<file path="src/rtl/alu_issue_sequencer.sv">
// Issue stage for an 8-bit combinational ALU: command FIFO, registered operand drive,
// opcode-dependent settle wait, result capture. `ALU_ISSUE_SEQ_PERF_EN adds perf counters.
module alu_issue_sequencer #(
    parameter int WIDTH     = 8,
    parameter int DEPTH     = 4,
    parameter int ADD_WAIT  = 3,
    parameter int PASS_WAIT = 1,
    parameter int OPC_WAIT  = 1
) (
    input  logic             clk,
    input  logic             rst,
    input  logic             cmd_valid,
    output logic             cmd_ready,
    input  logic [1:0]       cmd_op,
    input  logic [WIDTH-1:0] cmd_a,
    input  logic [WIDTH-1:0] cmd_b,
    output logic [WIDTH-1:0] alu_i1,
    output logic [WIDTH-1:0] alu_i2,
    output logic [1:0]       alu_opcode,
    input  logic [WIDTH-1:0] alu_o1,
    output logic             res_valid,
    input  logic             res_ready,
    output logic [WIDTH-1:0] res_data
`ifdef ALU_ISSUE_SEQ_PERF_EN
    ,
    output logic [15:0]      perf_ops,
    output logic [15:0]      perf_stall
`endif
);

    localparam int PTR_W = $clog2(DEPTH);
    localparam int CNT_W = (ADD_WAIT + OPC_WAIT > 0) ? $clog2(ADD_WAIT + OPC_WAIT + 1) : 1;

    typedef enum logic [1:0] {S_IDLE, S_WAIT, S_RESULT} state_t;

    logic [1:0]       r_fifo_op [DEPTH];
    logic [WIDTH-1:0] r_fifo_a  [DEPTH];
    logic [WIDTH-1:0] r_fifo_b  [DEPTH];
    logic [PTR_W-1:0] r_wr_ptr;
    logic [PTR_W-1:0] r_rd_ptr;
    logic [PTR_W:0]   r_count;

    state_t           r_state;
    logic [CNT_W-1:0] r_cnt;
    logic [WIDTH-1:0] r_alu_i1;
    logic [WIDTH-1:0] r_alu_i2;
    logic [1:0]       r_alu_op;
    logic [WIDTH-1:0] r_res_data;
    logic             r_res_valid;

    logic             w_full;
    logic             w_empty;
    logic             w_push;
    logic             w_pop;
    logic [1:0]       w_head_op;
    logic [CNT_W-1:0] w_base;
    logic [CNT_W-1:0] w_load_cnt;

    assign w_full    = (r_count == (PTR_W + 1)'(DEPTH));
    assign w_empty   = (r_count == '0);
    assign w_push    = cmd_valid & ~w_full;
    assign w_pop     = (r_state == S_IDLE) & ~w_empty;
    assign w_head_op = r_fifo_op[r_rd_ptr];

    // Pass-through opcodes settle fast; add and the undefined opcode take the long path.
    always_comb begin
        w_base = CNT_W'(ADD_WAIT);
        if (w_head_op == 2'b01 || w_head_op == 2'b10) begin
            w_base = CNT_W'(PASS_WAIT);
        end
        w_load_cnt = w_base + ((w_head_op != r_alu_op) ? CNT_W'(OPC_WAIT) : '0);
    end

    always_ff @(posedge clk) begin
        if (w_push) begin
            r_fifo_op[r_wr_ptr] <= cmd_op;
            r_fifo_a[r_wr_ptr]  <= cmd_a;
            r_fifo_b[r_wr_ptr]  <= cmd_b;
        end
    end

    always_ff @(posedge clk) begin
        if (rst) begin
            r_wr_ptr <= '0;
            r_rd_ptr <= '0;
            r_count  <= '0;
        end else begin
            if (w_push) begin
                r_wr_ptr <= r_wr_ptr + PTR_W'(1);
            end
            if (w_pop) begin
                r_rd_ptr <= r_rd_ptr + PTR_W'(1);
            end
            case ({w_push, w_pop})
                2'b10:   r_count <= r_count + (PTR_W + 1)'(1);
                2'b01:   r_count <= r_count - (PTR_W + 1)'(1);
                default: r_count <= r_count;
            endcase
        end
    end

    // ALU drive registers only move on the pop edge, so the ALU inputs are stable
    // for the whole settle window and while the result is held.
    always_ff @(posedge clk) begin
        if (rst) begin
            r_state     <= S_IDLE;
            r_cnt       <= '0;
            r_alu_i1    <= '0;
            r_alu_i2    <= '0;
            r_alu_op    <= 2'b00;
            r_res_data  <= '0;
            r_res_valid <= 1'b0;
        end else begin
            case (r_state)
                S_IDLE: begin
                    if (w_pop) begin
                        r_alu_i1 <= r_fifo_a[r_rd_ptr];
                        r_alu_i2 <= r_fifo_b[r_rd_ptr];
                        r_alu_op <= w_head_op;
                        r_cnt    <= w_load_cnt;
                        r_state  <= S_WAIT;
                    end
                end
                S_WAIT: begin
                    if (r_cnt == '0) begin
                        r_res_data  <= alu_o1;
                        r_res_valid <= 1'b1;
                        r_state     <= S_RESULT;
                    end else begin
                        r_cnt <= r_cnt - CNT_W'(1);
                    end
                end
                S_RESULT: begin
                    if (res_ready) begin
                        r_res_valid <= 1'b0;
                        r_state     <= S_IDLE;
                    end
                end
                default: r_state <= S_IDLE;
            endcase
        end
    end

`ifdef ALU_ISSUE_SEQ_PERF_EN
    logic [15:0] r_perf_ops;
    logic [15:0] r_perf_stall;

    always_ff @(posedge clk) begin
        if (rst) begin
            r_perf_ops   <= '0;
            r_perf_stall <= '0;
        end else begin
            if (r_res_valid && res_ready && r_perf_ops != 16'hFFFF) begin
                r_perf_ops <= r_perf_ops + 16'd1;
            end
            if (cmd_valid && w_full && r_perf_stall != 16'hFFFF) begin
                r_perf_stall <= r_perf_stall + 16'd1;
            end
        end
    end

    assign perf_ops   = r_perf_ops;
    assign perf_stall = r_perf_stall;
`endif

    assign cmd_ready  = ~w_full;
    assign alu_i1     = r_alu_i1;
    assign alu_i2     = r_alu_i2;
    assign alu_opcode = r_alu_op;
    assign res_valid  = r_res_valid;
    assign res_data   = r_res_data;

endmodule
</file>
<file path="config.mk">
export PLATFORM = sky130hd
export DESIGN_NAME = alu_issue_sequencer
export DESIGN_NICKNAME = d
export VERILOG_FILES = /design/src/rtl/alu_issue_sequencer.sv
export SDC_FILE = /design/constraint.sdc
export NUM_CORES = 1
export LEC_CHECK = 0
export CAP_MARGIN = 20
export CELL_PAD_IN_SITES_DETAIL_PLACEMENT = 1
export CELL_PAD_IN_SITES_GLOBAL_PLACEMENT = 1
export CORE_MARGIN = 1
export CORE_UTILIZATION = 45
export CTS_CLUSTER_SIZE = 20
export DETAILED_ROUTE_END_ITERATION = 12
export PLACE_DENSITY_LB_ADDON = 0.1
export RECOVER_POWER = 50
export SLEW_MARGIN = 20
export SYNTH_ARGS = -nofsm -noshare
export SYNTH_HDL_FRONTEND = slang
export SYNTH_SLANG_ARGS = --single-unit
</file>
<file path="constraint.sdc">
create_clock -name clk -period 3.1 [get_ports clk]
set_input_delay 0.62 -clock clk [delete_from_list [all_inputs] [get_ports clk]]
set_output_delay 0.62 -clock clk [all_outputs]
set_load 0.01 [all_outputs]
</file>
==> results_dict.tcl <==
set metrics [dict create \
    status "complete, no violations" \
    max_stage_delay_ns 0.44 \
    cp-start-kind "flop" \
    yosys.area.top_type_share 0.500 \
    tritoncts "done" \
    ios 58 \
    switching_share 0.296 \
    syn_to_final_growth_pct 29.1 \
    synth-edff-count 72 \
    synth_warnings 0 \
    worst_slew_pin_slew_ns 1.26 \
    syn_area_mm2 0.00432 \
    total_power_mw 5.33 \
    overflow 0 \
    grt.total_usage 0.193 \
    drt_iter0_markers 128 \
    rows 35 \
    worstPathRequired_ns 3.52 \
    synth.distinct_cells 37 \
    ys_seq_area_frac 0.690 \
    power_leakage_nw 1.91 \
    syn_nets 337 \
    drtAntennaViolNets 0 \
    maxCapViolCount 0 \
    wire_per_inst_um 17.0 \
    hpwlAfterDp_um 5440 \
    vias 2545 \
    power-per-cell-area_mw_per_mm2 954 \
    crit_chain "or3b_1, and2_0, clkinv_1, ha_1, inv_1, fa_1, xor2_1, or3_1, a21oi_1" \
    postCtsHoldBufs 0 \
    ctsResizeCount 0 \
    yosysMostFrequentCell "edfxtp_1" \
    clkPwrFrac 0.337 \
    cts_setup_buffers 0 \
    synth.avg_cell_area_um2 14.5 \
    synth_common_cells "edfxtp_1, nand2_1, dfxtp_1" \
    synth_largest_area_cell "edfxtp_1" \
    cts_htree_levels 4 \
    nFillCells 898 \
    drive_above_1_share 0.157 \
    crit_fanout 6 \
    worstSetupPathType "flop to flop" \
    min_period_ns 2.44 \
    synth.area.top_cells "edfxtp_1, dfxtp_1, mux4_2, nand2_1, a21oi_1" \
    critPathSlowestCell "or3b_1" \
    final_util 0.601 \
    rsz0062_at_grt "false" \
    avgViaCountPerCell 4.97 \
    cts_root_buf "clkbuf_8" \
    clockBufferDepth 2 \
    final-max-slew-violation-count 0 \
    fin_tns_setup_ns 0 \
    clock.fmax_mhz 410 \
    setup_viol 0 \
    worstPathArrival_ns 2.86 \
    hold_violations 0 \
    power.share.combinational 0.270 \
    max_slew_margin 0.157 \
    initial_core_util 0.466 \
    critPathTopFamily "simple AND/OR/NAND/NOR gates" \
    synth-main-ff-cell "edfxtp_1" \
    ir_drop_uv 514 \
    ys_ff_latch 113 \
    cts_buffers 17 \
    fp.dieW_um 100 \
    grt_max_degree 41 \
    nNetsFinal 409 \
    finalHoldWorstSlack_ns 0.451 \
    drc_errors 0 \
    hp-class "flop to flop" \
    first_pass_iters 4 \
    grt_pass1_wl_um 14000 \
    clk_latency_ns 0.50 \
    place_congestion 0.686 \
    power_frac_seq 0.393 \
    dieArea_mm2 0.0100 \
    endpoint_kind "flop" \
    syn_inst 298 \
    synthArstFlopShare 0 \
    antenna_found_initial 0 \
    p_int_mw 3.75 \
    diodes 0 \
    fin_crit_sh 0.787 \
    clock_sinks 113 \
    die_height_um 100 \
    cp_num_buf_inv 2 \
    io_buffer_count 57 \
    drt-total-wl_um 8700 \
    clk_pin_slew_ns 0.06 \
    skew_ns 0.00583 \
    grt_pass1_vias 2644 \
    p_sw_mw 1.58 \
    core_area_mm2 0.00928 \
]
layer usage:
metal,wire (um),GRT usage,part of all wire
met1,4030,0.250,0.46
met2,4230,0.312,0.49
met3,356,0.0543,0.041
met4,80,0.0736,0.0092
met5,0,0,0
state kept, by name, indices dropped and copies added (netlist names), named ones only:
signal / cells
r_rd_ptr: 2
res_data: 8
r_fifo_a: 32
alu_i2: 8
res_valid: 1
r_fifo_op: 8
r_cnt: 3
r_count: 3
r_fifo_b: 32
r_state: 2
r_wr_ptr: 2
alu_i1: 8
alu_opcode: 2
cells in the final DEF (no fill, tap or decap), drive strengths merged, types with 3 or more instances in the layout:
master / Yosys / final
and3: 4 / 4
nor2: 12 / 12
clkdlybuf4s50: 0 / 39
clkbuf: 4 / 20
edfxtp: 72 / 72
xnor2: 5 / 5
clkinvlp: 0 / 4
ha: 8 / 8
xor2: 3 / 3
a21oi: 35 / 35
mux4: 18 / 18
dfxtp: 41 / 41
dlygate4sd3: 0 / 18
nand2: 60 / 60
buf: 7 / 5
clkinv: 0 / 9
inv: 9 / 8
tightest hold or removal path, cell delays in order (launching register included):
cell and delay (ns):
dfxtp_1 0.30, nand2_1 0.05, a21oi_1 0.05
layout make-up:
cell class              instances  area (um^2)  share of cell area
well taps                     129          161              0.0289
flip-flops and latches        113         2980               0.535
clock buffers                  18          418              0.0749
inverters                       9         33.8             0.00605
multi-input cells             165         1230               0.220
repair buffers                 64          616               0.110
clock inverters                14          143              0.0256
per-stage QoR:
step | instance area, um^2 | cells | worst slack (ns)
2_1_floorplan | 4320 | 298 | 0.854
3_3_place_gp | 5040 | 480 | 0.550
3_5_place_dp | 5040 | 480 | 0.459
4_1_cts | 5600 | 512 | 0.629
5_1_grt | 5580 | 512 | 0.504
6_report | 5580 | 512 | 0.660
cell families (layout without fill, tap and decap cells):
logic type               count (synthesis)  in the layout  synth area share
AND/OR/NAND/NOR                         90             90            0.0938
AO/OA/AOI/OAI                           40             40            0.0524
multiplexers                            18             18            0.0938
buffers and inverters                   20            105            0.0226
XOR/XNOR                                 8              8            0.0197
adder cells (fa/ha/maj)                  9              9            0.0278
flip-flops                             113            113             0.690
worst paths after layout:
check                           startpoint                       end  slack, ns  depth (start not counted)
setup / recovery   r_count[2]$_SDFFE_PP0P_   r_count[2]$_SDFFE_PP0P_       0.66                          9
hold / removal    res_data[0]$_SDFFE_PP0P_  res_data[0]$_SDFFE_PP0P_       0.45                          2
setup reg to reg   r_count[2]$_SDFFE_PP0P_   r_count[2]$_SDFFE_PP0P_       0.66                          9
hold reg to reg   res_data[0]$_SDFFE_PP0P_  res_data[0]$_SDFFE_PP0P_       0.45                          2
power by group through the flow:
stage               clock network, mW  logic, mW  registers (mW)
floorplan                           0      0.904            2.12
CTS                              1.82       1.50            2.10
detailed placement                  0       1.48            2.12
finish                           1.80       1.44            2.09
global route                     1.88       1.59            2.13
global placement                    0       1.46            2.11
No activity file was read; power rests on OpenSTA's default activity.
